### config.mk
export PLATFORM = sky130hd
export DESIGN_NAME = cu_ex_seq
export DESIGN_NICKNAME = d
export VERILOG_FILES = /design/src/rtl/cu_ex_seq.sv
export SDC_FILE = /design/constraint.sdc
export NUM_CORES = 1
export LEC_CHECK = 0
export ABC_CLOCK_PERIOD_IN_PS = 1900
export CAP_MARGIN = 20
export CORE_MARGIN = 5
export CORE_UTILIZATION = 44
export DETAILED_ROUTE_END_ITERATION = 7
export GPL_TIMING_DRIVEN = 1
export PLACE_DENSITY = 0.79
export SLEW_MARGIN = 20
export SYNTH_ARGS = -nofsm -noshare
export SYNTH_HDL_FRONTEND = slang
export SYNTH_SLANG_ARGS = --single-unit
### constraint.sdc
create_clock -name soc_clk -period 1.9 [get_ports soc_clk]
set_input_delay 0.475 -clock soc_clk [delete_from_list [all_inputs] [get_ports soc_clk]]
set_output_delay 0.475 -clock soc_clk [all_outputs]
set_load 0.005 [all_outputs]
### src/rtl/cu_ex_seq.sv
// Execute-stage sequencer: takes one instruction, selects operands, runs an external
// ALU through start/done with a completion timeout, and holds the result until consumed.
module cu_ex_seq #(
   parameter int XLEN    = 32,
   parameter int OPW     = 5,
   parameter int TIMEOUT = 8,
   localparam int TW     = $clog2(TIMEOUT + 1)
) (
   input  logic            soc_clk,
   input  logic            EX_reset,
   input  logic            EX_stall,
   input  logic            in_valid,
   output logic            in_ready,
   input  logic [XLEN-1:0] rs1_data,
   input  logic [XLEN-1:0] rs2_data,
   input  logic [XLEN-1:0] imm_data,
   input  logic            use_imm,
   input  logic [OPW-1:0]  instr_op,
   input  logic [1:0]      fwd_sel,
   input  logic [XLEN-1:0] fwd_data1,
   input  logic [XLEN-1:0] fwd_data2,
   output logic            alu_start,
   output logic [XLEN-1:0] alu_dat1,
   output logic [XLEN-1:0] alu_dat2,
   output logic [OPW-1:0]  alu_op,
   input  logic            alu_done,
   input  logic [XLEN-1:0] alu_out,
   input  logic [3:0]      alu_flags,
   output logic            res_valid,
   input  logic            res_ready,
   output logic [XLEN-1:0] result_data,
   output logic            overflow_flag,
   output logic            zero_flag,
   output logic            condition_met_flag,
   output logic            error_flag,
   output logic            timeout_flag,
   output logic            busy,
   output logic [1:0]      dbg_state,
   output logic [TW-1:0]   dbg_timer
);

   typedef enum logic [1:0] {
      S_IDLE  = 2'd0,
      S_ISSUE = 2'd1,
      S_WAIT  = 2'd2,
      S_HOLD  = 2'd3
   } state_t;

   localparam logic [TW-1:0] T_LAST = TW'(TIMEOUT - 1);

   state_t          state;
   logic [TW-1:0]   timer;
   logic [XLEN-1:0] rs1_q;
   logic [XLEN-1:0] rs2_q;
   logic [XLEN-1:0] imm_q;
   logic            use_imm_q;
   logic [OPW-1:0]  op_q;
   logic            accept;

   // Handshakes: a transfer happens on the edge where valid && ready are both high;
   // valid never depends on ready, and an offered result stays stable until taken.
   assign in_ready  = !EX_reset && !EX_stall &&
                      ((state == S_IDLE) || ((state == S_HOLD) && res_ready));
   assign accept    = in_valid && in_ready;
   assign busy      = (state != S_IDLE);
   assign dbg_state = state;
   assign dbg_timer = timer;

   always_ff @(posedge soc_clk) begin
      if (EX_reset) begin
         state              <= S_IDLE;
         timer              <= '0;
         rs1_q              <= '0;
         rs2_q              <= '0;
         imm_q              <= '0;
         use_imm_q          <= 1'b0;
         op_q               <= '0;
         alu_start          <= 1'b0;
         alu_dat1           <= '0;
         alu_dat2           <= '0;
         alu_op             <= '0;
         res_valid          <= 1'b0;
         result_data        <= '0;
         overflow_flag      <= 1'b0;
         zero_flag          <= 1'b0;
         condition_met_flag <= 1'b0;
         error_flag         <= 1'b0;
         timeout_flag       <= 1'b0;
      end else begin
         alu_start <= 1'b0;
         case (state)
            S_IDLE: begin
               if (accept) begin
                  rs1_q     <= rs1_data;
                  rs2_q     <= rs2_data;
                  imm_q     <= imm_data;
                  use_imm_q <= use_imm;
                  op_q      <= instr_op;
                  state     <= S_ISSUE;
               end
            end
            S_ISSUE: begin
               if (!EX_stall) begin
                  alu_dat1  <= fwd_sel[0] ? fwd_data1 : rs1_q;
                  alu_dat2  <= fwd_sel[1] ? fwd_data2 : (use_imm_q ? imm_q : rs2_q);
                  alu_op    <= op_q;
                  alu_start <= 1'b1;
                  timer     <= '0;
                  state     <= S_WAIT;
               end
            end
            S_WAIT: begin
               // The ALU is never stalled, so its answer is taken even while frozen.
               if (alu_done) begin
                  result_data        <= alu_out;
                  error_flag         <= alu_flags[3];
                  condition_met_flag <= alu_flags[2];
                  zero_flag          <= alu_flags[1];
                  overflow_flag      <= alu_flags[0];
                  timeout_flag       <= 1'b0;
                  res_valid          <= 1'b1;
                  state              <= S_HOLD;
               end else if (!EX_stall) begin
                  if (timer == T_LAST) begin
                     result_data        <= '0;
                     error_flag         <= 1'b1;
                     condition_met_flag <= 1'b0;
                     zero_flag          <= 1'b0;
                     overflow_flag      <= 1'b0;
                     timeout_flag       <= 1'b1;
                     res_valid          <= 1'b1;
                     state              <= S_HOLD;
                  end else begin
                     timer <= timer + 1'b1;
                  end
               end
            end
            S_HOLD: begin
               if (!EX_stall && res_ready) begin
                  res_valid <= 1'b0;
                  if (accept) begin
                     rs1_q     <= rs1_data;
                     rs2_q     <= rs2_data;
                     imm_q     <= imm_data;
                     use_imm_q <= use_imm;
                     op_q      <= instr_op;
                     state     <= S_ISSUE;
                  end else begin
                     state <= S_IDLE;
                  end
               end
            end
            default: state <= S_IDLE;
         endcase
      end
   end

endmodule

==> metrics.txt, run 1 <==
GP Congestion 0.832; post-synthesis sequential area ratio 50.7%; type of the worst min-delay path in2reg; IO Port Bufs 325; CP Capture Type output port; layout cells sized above 1 8.03%; Cell Area, Synth 8530 um2; worst endpoint required time 1420 ps; status finished, violations left; critical path startpoint category flop; drc violations 0; Worst Slack Setup Final -36.7 ps; Buf/Inv on CP 3; vias in the first global route 7694; die span in x 149 um; CTS tree done; max_slew headroom 61.5%; Syn Nets 1222; initial core utilization 44.3%; antenna violations before repair 3; Crit Path Class reg2out; final setup fails 1; RSZ-0062 raised after global routing true; CTS Sinks 216; Least-Margin Pin Slew 577 ps; largest net degree at the start of global routing 120; Tot Pwr 0.0129 W; VDD IR max 0.639 mV; Achievable Freq 516 MHz; Synth Area per Inst 8.48 um2; Lkg Pwr 4.79 nW; Reg-to-Reg End rs1_q[10]$_SDFFE_PP0P_; worst slack at placement -386 ps; GRT Total Usage 22.5%; commonest non-fill, non-tap cell in the layout nand2_1; vias 8126; pwr/cell area 989 nW/um2; crit path cell chain inv_4 -> ha_4 -> inv_2 -> a211oi_2 -> buf_2; Slew Limit Fails 0; nets 1536; Worst R2R Start dbg_state[0]$_SDFFE_PP0P_; Ports 326; Critical Path Max Stage Delay 370 ps; Slowest-stage cell, CP dfxtp_4; CTS max path bufs 3; CP Data Arrival Time 1460 ps; filler cell count in the final layout 1582; crit path time final 1940 ps; clk_lat worst skew 510 ps; hold path depth 3; Overflow after GRT 0; first-pass GRT wire length 40900 um; Antenna Nets Post-Route 0; die area 22300 um2; count of cell types in the netlist 38; cell family with most CP delay flip-flops; MaxCap Viol Count 0; Final Cycle Share 102%; Layout area overhead 52.8%; skew final 19.1 ps; initial DRC count 351; Vias per Instance 5.08; CTS hold repair buffers 0; failing checks negative setup slack; H-tree depth 1; root buf cell clkbuf_16; Final Hold Violating Endpoints 0; setup tns final -36.7 ps; Mapped Cells 1006; Routed WL 26800 um; R2R depth 8; total CTS buffers 24; Ys Warns 0; CP Max Fanout 4; reg-to-reg slack, setup 110 ps; Yosys reg bits 216; HPWL after DPL 18600 um; Rows 51; most frequent cells in the layout nand2_1, clkdlybuf4s50_1, dfxtp_1, a21oi_1, mux2i_1; Chip Height 149 um; worst hold endpoint alu_dat2[3]$_SDFFE_PP0P_; wire per inst 16.8 um; hold path start EX_reset; first-pass iteration count of the detailed router 5; Hold Slack 372 ps; area of the core 19300 um2; Clock transition at path regs 60 ps
-- what timing repair did --
| action | 4_1_cts | 5_1_grt |
|---|---|---|
| pin swaps | 3 | 0 |
| gates cloned | 1 | 0 |
| gates resized for setup | 37 | 12 |
| setup endpoints to repair | 50 | 12 |
| setup buffers | 1 | 0 |
-- worst max path at each step --
| stage | from | cells past startpoint | slack [ps] | end |
|---|---|---|---|---|
| 2_1_floorplan | dbg_state[1]$_SDFFE_PP0P_ | 7 | 220 | imm_q[21]$_SDFFE_PP0P_ |
| 3_3_place_gp | res_ready | 4 | -380 | in_ready |
| 3_5_place_dp | res_ready | 4 | -390 | in_ready |
| 4_1_cts | dbg_state[1]$_SDFFE_PP0P_ | 5 | -40 | in_ready |
| 5_1_grt | dbg_state[0]$_SDFFE_PP0P_ | 5 | -80 | in_ready |
| 6_report | dbg_state[1]$_SDFFE_PP0P_ | 5 | -40 | in_ready |
-- cell families (layout without fill, tap and decap cells) --
group / Yosys count / in the layout / share of synthesized area, %
and+or+nand+nor: 376 / 377 / 17.5
AOI/OAI and AO/OA: 257 / 257 / 18.0
DFF: 216 / 216 / 50.7
buffers and inverters: 84 / 410 / 5.12
muxes: 66 / 66 / 7.76
adders and majority gates: 6 / 6 / 0.880
xor gates and xnor gates: 1 / 1 / 0.103
other: 0 / 2 / 0
-- where the power goes --
group          switching, W  internal, W  leakage [nW]  total, W
registers          0.000239      0.00498          1.75   0.00522
logic               0.00151      0.00176          2.67   0.00327
clock network       0.00178      0.00261         0.369   0.00439
total               0.00354      0.00935          4.79    0.0129
-- sequential cells by signal, indices dropped and copies added, names as in the netlist --
| register | flops |
|---|---|
| rs1_q | 32 |
| error_flag | 1 |
| alu_dat2 | 32 |
| result_data | 32 |
| imm_q | 32 |
| dbg_state | 2 |
| op_q | 5 |
| zero_flag | 1 |
| alu_dat1 | 32 |
| alu_start | 1 |
| dbg_timer | 4 |
| alu_op | 5 |
| use_imm_q | 1 |
| res_valid | 1 |
| rs2_q | 32 |
| condition_met_flag | 1 |
| overflow_flag | 1 |
| timeout_flag | 1 |
-- worst reg2reg max path, stage by stage, from the launching register on --
cell	delay, ps
dfxtp_2	350
buf_6	110
ha_4	140
buf_4	120
mux2_2	360
and2_4	220
buf_12	180
nand2_1	90
a21oi_1	60
-- layout make-up --
type | instances | area, um2 | area share, %
Tap cell | 265 | 332 | 2.54
Clock buffer | 36 | 727 | 5.58
Multi-Input combinational cell | 707 | 3840 | 29.5
Inverter | 5 | 21.3 | 0.163
Timing Repair Buffer | 366 | 3740 | 28.7
Sequential cell | 216 | 4340 | 33.3
Antenna cell | 2 | 5.00 | 0.0384
Clock inverter | 3 | 15.0 | 0.115
-- synth_stat cells (all sizes together) --
cell	instances	area (um2)
nand2	313	1170
dfxtp	216	4320
a21oi	144	721
mux2i	65	651
buf	55	328
nor2	44	175
a211oi	36	270
o21ai	36	180
a22o	35	307
clkbuf	24	90.1
ha	6	75.1
inv	5	18.8
nand2b	3	18.8
and2	2	12.5
nor2b	2	12.5
nor3b	2	25.0
o21a	2	16.3
or3	2	12.5
a221oi	1	15.0
a31oi	1	6.26
and3b	1	8.76
mux2	1	11.3
nand3	1	5.00
nand3b	1	7.51
nor3	1	5.00
nor4b	1	8.76
nor4bb	1	10.0
o211ai	1	7.51
o22a	1	8.76
or2	1	6.26
or3b	1	8.76
xor2	1	8.76
-- stage by stage --
stage	std cells	instance area (um2)	util, %
after global routing	1599	13000	67.6
after floorplan	1006	8530	-
after global placement	1557	12200	63.3
after CTS	1598	13000	67.4
final	1600	13000	67.6
after detailed placement	1557	12200	63.3
-- per-layer routing --
layer	routed length (um)	track usage, %
met5	14	0
met4	846	7.51
met1	10800	27.6
met3	1870	5.07
met2	13200	39.2
Note: power is estimated with default switching activity, not from simulation.
==> inputs of run 2 (changes only) <==
--- a/config.mk
+++ b/config.mk
@@ -11,7 +11,7 @@
 export CORE_UTILIZATION = 44
 export DETAILED_ROUTE_END_ITERATION = 7
 export GPL_TIMING_DRIVEN = 1
-export PLACE_DENSITY = 0.79
+export PLACE_DENSITY = 0.8
 export SLEW_MARGIN = 20
 export SYNTH_ARGS = -nofsm -noshare
 export SYNTH_HDL_FRONTEND = slang
==> metrics.txt, run 2 (same netlist as run 1, synthesis figures left out) <==
crit path time final 1940 ps (+2.33 ps); most frequent cells in the layout nand2_1, clkdlybuf4s50_1, dfxtp_1, a21oi_1, mux2i_1; Clock transition at path regs 60 ps (about the same); CTS max path bufs 3 (unchanged); DP Cell Count 1555 (-0.13%); diodes inserted 0 (-2); antenna violations before repair 0 (-3); GP Congestion 0.832 (about the same); reg-to-reg slack, setup 130 ps (+20 ps); Tot Pwr 0.0128 W (-0.53%); initial DRC count 387 (+10%); Crit Path Class reg2out; Antenna Nets Post-Route 0 (unchanged); Seq pwr share 40.9% (+0.4 points); combinational share of power 24.6% (-0.8 points); Worst Slack Setup Final -39.1 ps (-2.33 ps); Routed WL 26400 um (-1.6%); Sw Pwr 0.00350 W (-0.94%); IO Port Bufs 325 (unchanged); Least-Margin Pin Slew 553 ps (-23.6 ps); vias in the first global route 7806 (+1.5%); Internal 0.00931 W (-0.38%); nets 1533 (-0.20%); Clk pwr share 34.5% (+0.4 points); skew final 17.2 ps (-1.83 ps); vias 8099 (-0.33%); first-pass GRT wire length 40400 um (-1.2%); clk_lat worst skew 510 ps (about the same); Overflow after GRT 0 (unchanged); GRT Total Usage 22.2% (-0.39 points); Achievable Freq 516 MHz (-0.12%); Vias per Instance 5.07 (about the same); status finished, violations left; root buf cell clkbuf_16; Sw Ratio 27.3% (-0.11 points); total CTS buffers 23 (-4.2%); area of the core 19300 um2 (unchanged); MaxCap Viol Count 0 (unchanged); Hold Slack 397 ps (+24.8 ps); layout cells sized above 1 7.74% (-0.29 points); drc violations 0 (unchanged); CTS tree done; VDD IR max 0.771 mV (+21%); critical path startpoint category flop; Layout area overhead 51.8%; Lkg Pwr 4.81 nW (+0.25%); worst endpoint required time 1420 ps (about the same); filler cell count in the final layout 1581 (-0.063%); pwr/cell area 990 nW/um2 (about the same); Chip Height 149 um (unchanged); RSZ-0062 raised after global routing true; max_slew headroom 63.1% (+1.6 points); failing checks negative setup slack; Slew Limit Fails 0 (unchanged); CP Capture Type output port; CP Data Arrival Time 1460 ps (about the same); Final Cycle Share 102% (+0.12 points); final setup fails 1 (unchanged); Final Hold Violating Endpoints 0 (unchanged); commonest non-fill, non-tap cell in the layout nand2_1; CP Max Fanout 4 (unchanged); first-pass iteration count of the detailed router 5 (unchanged); largest net degree at the start of global routing 121 (+0.83%); Rows 51 (unchanged); HPWL after DPL 18200 um (-2.2%); type of the worst min-delay path in2reg; final core utilization 67.2% (-0.42 points); register area 4340 um2 (about the same); H-tree depth 1 (unchanged); CTS hold repair buffers 0 (unchanged); initial core utilization 44.3% (unchanged); die span in x 149 um (unchanged); Non-Filler Instances 1596 (-0.25%); CTS Sinks 216 (unchanged); die area 22300 um2 (unchanged); Ports 326 (unchanged); Multi-input gate area 3830 um2 (-0.42%); wire per inst 16.5 um (-1.4%)
-- run 2: changes by cell type in the layout (fill, tap and decap cells not counted), sizes merged --
cell           change
buf                -3
clkdlybuf4s15      +1
dlygate4sd2        -2
dlymetal6s2s       +4
clkdlybuf4s50      -2
clkbuf             -3
clkinv             -1
bufinv             +2
diode              -2
clkinvlp           +1
inv                +1
-- run 2: cell type report --
cell class | instances | area share [%]
Sequential cell | 216 | 33.5
Multi-Input combinational cell | 707 | 29.6
Timing Repair Buffer | 364 | 28.5
Clock buffer | 33 | 5.04
Tap cell | 265 | 2.56
Clock inverter | 6 | 0.667
Inverter | 5 | 0.184
-- run 2: metal layers --
layer  wire length (um)  track usage (%)  part of all wire [%]  vias to the layer above
li1                   -                -                     -                     4016
met4               1080             9.61                   4.1                        0
met3               1960             5.32                   7.4                       66
met1              10500             26.2                    40                     3723
met2              12900             38.3                    49                      294
met5                  0                0                     0                        -
-- run 2: final timing paths --
check	depth (start not counted)	end	from
worst max register to register	6	dbg_state[0]$_SDFFE_PP0P_	dbg_state[0]$_SDFFE_PP0P_
worst min register to register	2	alu_dat2[29]$_SDFFE_PP0P_	alu_dat2[29]$_SDFFE_PP0P_
worst max-delay path	4	in_ready	dbg_state[1]$_SDFFE_PP0P_
worst min-delay path	3	dbg_state[0]$_SDFFE_PP0P_	EX_reset
-- run 2: power by group through the flow --
stage | clock network (W) | logic [W] | registers (W)
floorplan | 0 | 0.00146 | 0.00531
global placement | 0 | 0.00305 | 0.00530
detailed placement | 0 | 0.00311 | 0.00532
CTS | 0.00453 | 0.00316 | 0.00524
global route | 0.00471 | 0.00341 | 0.00530
finish | 0.00442 | 0.00315 | 0.00525
-- run 2: critical path, stage by stage (launching register included) --
cell      delay [ps]
dfxtp_4          390
ha_4             150
nand2_1           60
a211oi_1         210
buf_2            140
-- run 2: through the flow --
stage	instance area [um2]	setup WS (ps)	TNS, ps
2_1_floorplan	8530	224	0
3_3_place_gp	12100	-397	-49790
3_5_place_dp	12100	-453	-58290
4_1_cts	12900	-56.7	-56.7
5_1_grt	12900	-105	-105
6_report	12900	-39.1	-39.1
-- run 2: timing repair --
item                                   4_1_cts  5_1_grt
buffers inserted                             1        0
endpoints found under the hold margin        0        0
setup endpoints to repair                   46       15
cloned                                       1        0
resized for setup                           32       14
pin swaps                                    2        0
==> inputs of run 3 (changes only) <==
--- a/config.mk
+++ b/config.mk
@@ -6,12 +6,11 @@
 export NUM_CORES = 1
 export LEC_CHECK = 0
 export ABC_CLOCK_PERIOD_IN_PS = 1900
-export CAP_MARGIN = 20
 export CORE_MARGIN = 5
-export CORE_UTILIZATION = 44
+export CORE_UTILIZATION = 50
 export DETAILED_ROUTE_END_ITERATION = 7
+export DONT_BUFFER_PORTS = 1
 export GPL_TIMING_DRIVEN = 1
-export PLACE_DENSITY = 0.8
 export SLEW_MARGIN = 20
 export SYNTH_ARGS = -nofsm -noshare
 export SYNTH_HDL_FRONTEND = slang
==> metrics.txt, run 3 (same netlist as run 1, synthesis figures left out) <==
CTS Sinks 216 (unchanged); die area 19800 um2 (-11%); vias 6730 (-17%); skew final 9.39 ps (-7.85 ps); Overflow after GRT 0 (unchanged); Final Instance Area 9590 um2 (-26%); Vias per Instance 5.55 (+9.3%); status finished clean; GRT Total Usage 21.3% (-0.84 points); Antenna Nets Post-Route 0 (unchanged); nets 1193 (-22%); R2R depth 5 (-1); total CTS buffers 24 (+4.3%); Ports 326 (unchanged); first-pass GRT wire length 34600 um (-14%); Clk pwr share 37.8% (+3.3 points); Internal 0.00853 W (-8.4%); Sw Pwr 0.00323 W (-7.9%); critical path startpoint category flop; initial core utilization 51.3% (+7.0 points); CP Data Arrival Time 1380 ps (-80 ps); commonest non-fill, non-tap cell in the layout nand2_1; largest net degree at the start of global routing 185 (+53%); Rows 47 (-7.8%); Layout area overhead 12.4%; max_slew headroom 54.4% (-8.7 points); Seq pwr share 45.5% (+4.6 points); clk_lat worst skew 500 ps (about the same); Final Hold Violating Endpoints 0 (unchanged); CTS max path bufs 3 (unchanged); CP Capture Type output port; filler cell count in the final layout 1558 (-1.5%); crit path cell chain ha_4 -> nand2_4 -> a211oi_4; H-tree depth 1 (unchanged); Placed Area 8660 um2 (-29%); crit path time final 1860 ps (-79.2 ps); CTS hold repair buffers 0 (unchanged); area of the core 16600 um2 (-14%); Critical Path Sink in_ready; Worst R2R Start dbg_timer[0]$_SDFFE_PP0P_; HPWL after DPL 15500 um (-15%); MaxCap Viol Count 0 (unchanged); combinational share of power 16.6% (-8.0 points); register area 4330 um2 (-0.12%); root buf cell clkbuf_16; VDD IR max 0.671 mV (-13%); pwr/cell area 1230 nW/um2 (+24%); Multi-input gate area 3860 um2 (+0.98%); IO Port Bufs 0 (-100%); Achievable Freq 538 MHz (+4.3%); CTS tree done; initial DRC count 285 (-26%); Hold Slack 58.1 ps (-339 ps); type of the worst min-delay path in2reg; die span in x 141 um (-5.8%); vias in the first global route 6243 (-20%); Reg-to-Reg End result_data[10]$_SDFFE_PP0P_; wire per inst 19.2 um (+16%); antenna violations before repair 1 (+1); Crit Path Class reg2out; crit path from dbg_state[1]$_SDFFE_PP0P_; Final Cycle Share 97.9% (-4.2 points); GP Congestion 0.809 (-2.8%); Lkg Pwr 3.30 nW (-31%); drc violations 0 (unchanged); Slowest-stage cell, CP dfxtp_4; layout cells sized above 1 8.37% (+0.63 points); Clock transition at path regs 60 ps (about the same); CP Max Fanout 6 (+2); final setup fails 0 (-1); worst endpoint required time 1420 ps (about the same); Routed WL 23300 um (-12%); hold path depth 1 (-2); first-pass iteration count of the detailed router 4 (-1); Slew Limit Fails 0 (unchanged); Chip Height 141 um (-5.8%); most frequent cells in the layout nand2_1, dfxtp_1, a21oi_1, mux2i_1, nor2_1; Sw Ratio 27.5% (+0.13 points); RSZ-0062 raised after global routing true; Least-Margin Pin Slew 683 ps (+130 ps); Critical Path Max Stage Delay 410 ps (+20 ps); reg-to-reg slack, setup 70 ps (-60 ps)
run 3: cell types whose count changed in the layout (fill, tap and decap cells not counted), sizes merged:
cell,change
bufinv,-1
dlygate4sd2,-8
clkdlybuf4s15,-1
clkinvlp,-1
buf,-21
dlymetal6s2s,-11
clkdlybuf4s50,-301
diode,+1
clkbuf,+5
run 3: per-layer routing:
layer | wire length [um] | part of all wire (%) | GRT usage (%) | up-vias
met5 | 0 | 0 | 0 | -
met2 | 11100 | 48 | 34.7 | 253
met3 | 2500 | 11 | 8.30 | 46
met4 | 706 | 3.0 | 7.50 | 0
met1 | 9030 | 39 | 25.8 | 3095
li1 | - | - | - | 3336
run 3: area by class of cell:
class | count | area share (%)
clock inverter | 4 | 0.535
timing repair buffer | 23 | 3.37
sequential | 216 | 45.2
multi-input combinational | 707 | 40.3
inverter | 5 | 0.274
tap | 220 | 2.87
clock buffer | 37 | 7.41
antenna | 1 | 0.0261
run 3: worst max-delay path: cells and delay by family, from the launching register on:
family,cells,cell delay (ps)
AO/OA/AOI/OAI,1,240
adder cells (fa/ha/maj),1,180
flip-flops,1,410
AND/OR/NAND/NOR,1,60
run 3: repair_timing:
item / in CTS / in global routing
buffers inserted: 1 / 3
gates resized for setup: 15 / 9
pin swaps: 2 / 3
cloned: 0 / 2
endpoints found under the setup margin: 2 / 43
run 3: how the worst min path moves through the flow:
stage                              start                         to  slack (ps)
floorplan           op_q[0]$_SDFFE_PP0P_     alu_op[0]$_SDFFE_PP0P_         430
global placement    op_q[2]$_SDFFE_PP0P_     alu_op[2]$_SDFFE_PP0P_         440
detailed placement  op_q[0]$_SDFFE_PP0P_     alu_op[0]$_SDFFE_PP0P_         440
CTS                             EX_reset  dbg_state[0]$_SDFFE_PP0P_          30
global route                    EX_reset  dbg_state[0]$_SDFFE_PP0P_          50
finish                          EX_reset  dbg_state[0]$_SDFFE_PP0P_          60
run 3: power groups by stage:
stage               sequential [W]  combinational, W  clock [W]
floorplan                  0.00531           0.00146          0
global placement           0.00542           0.00174          0
detailed placement         0.00543           0.00176          0
CTS                        0.00536           0.00183    0.00457
global route               0.00540           0.00218    0.00476
finish                     0.00535           0.00195    0.00445
run 3: through the flow:
step           utilization [%]  total power [W]  worst slack [ps]  cells  TNS, ps
5_1_grt                   57.6           0.0123             -36.2   1213    -38.7
3_3_place_gp              52.0          0.00716              52.0   1165        0
2_1_floorplan                -          0.00677               224   1006        0
3_5_place_dp              52.0          0.00719              59.2   1165        0
6_report                  57.6           0.0118              40.2   1213        0
4_1_cts                   56.9           0.0118              2.21   1207        0
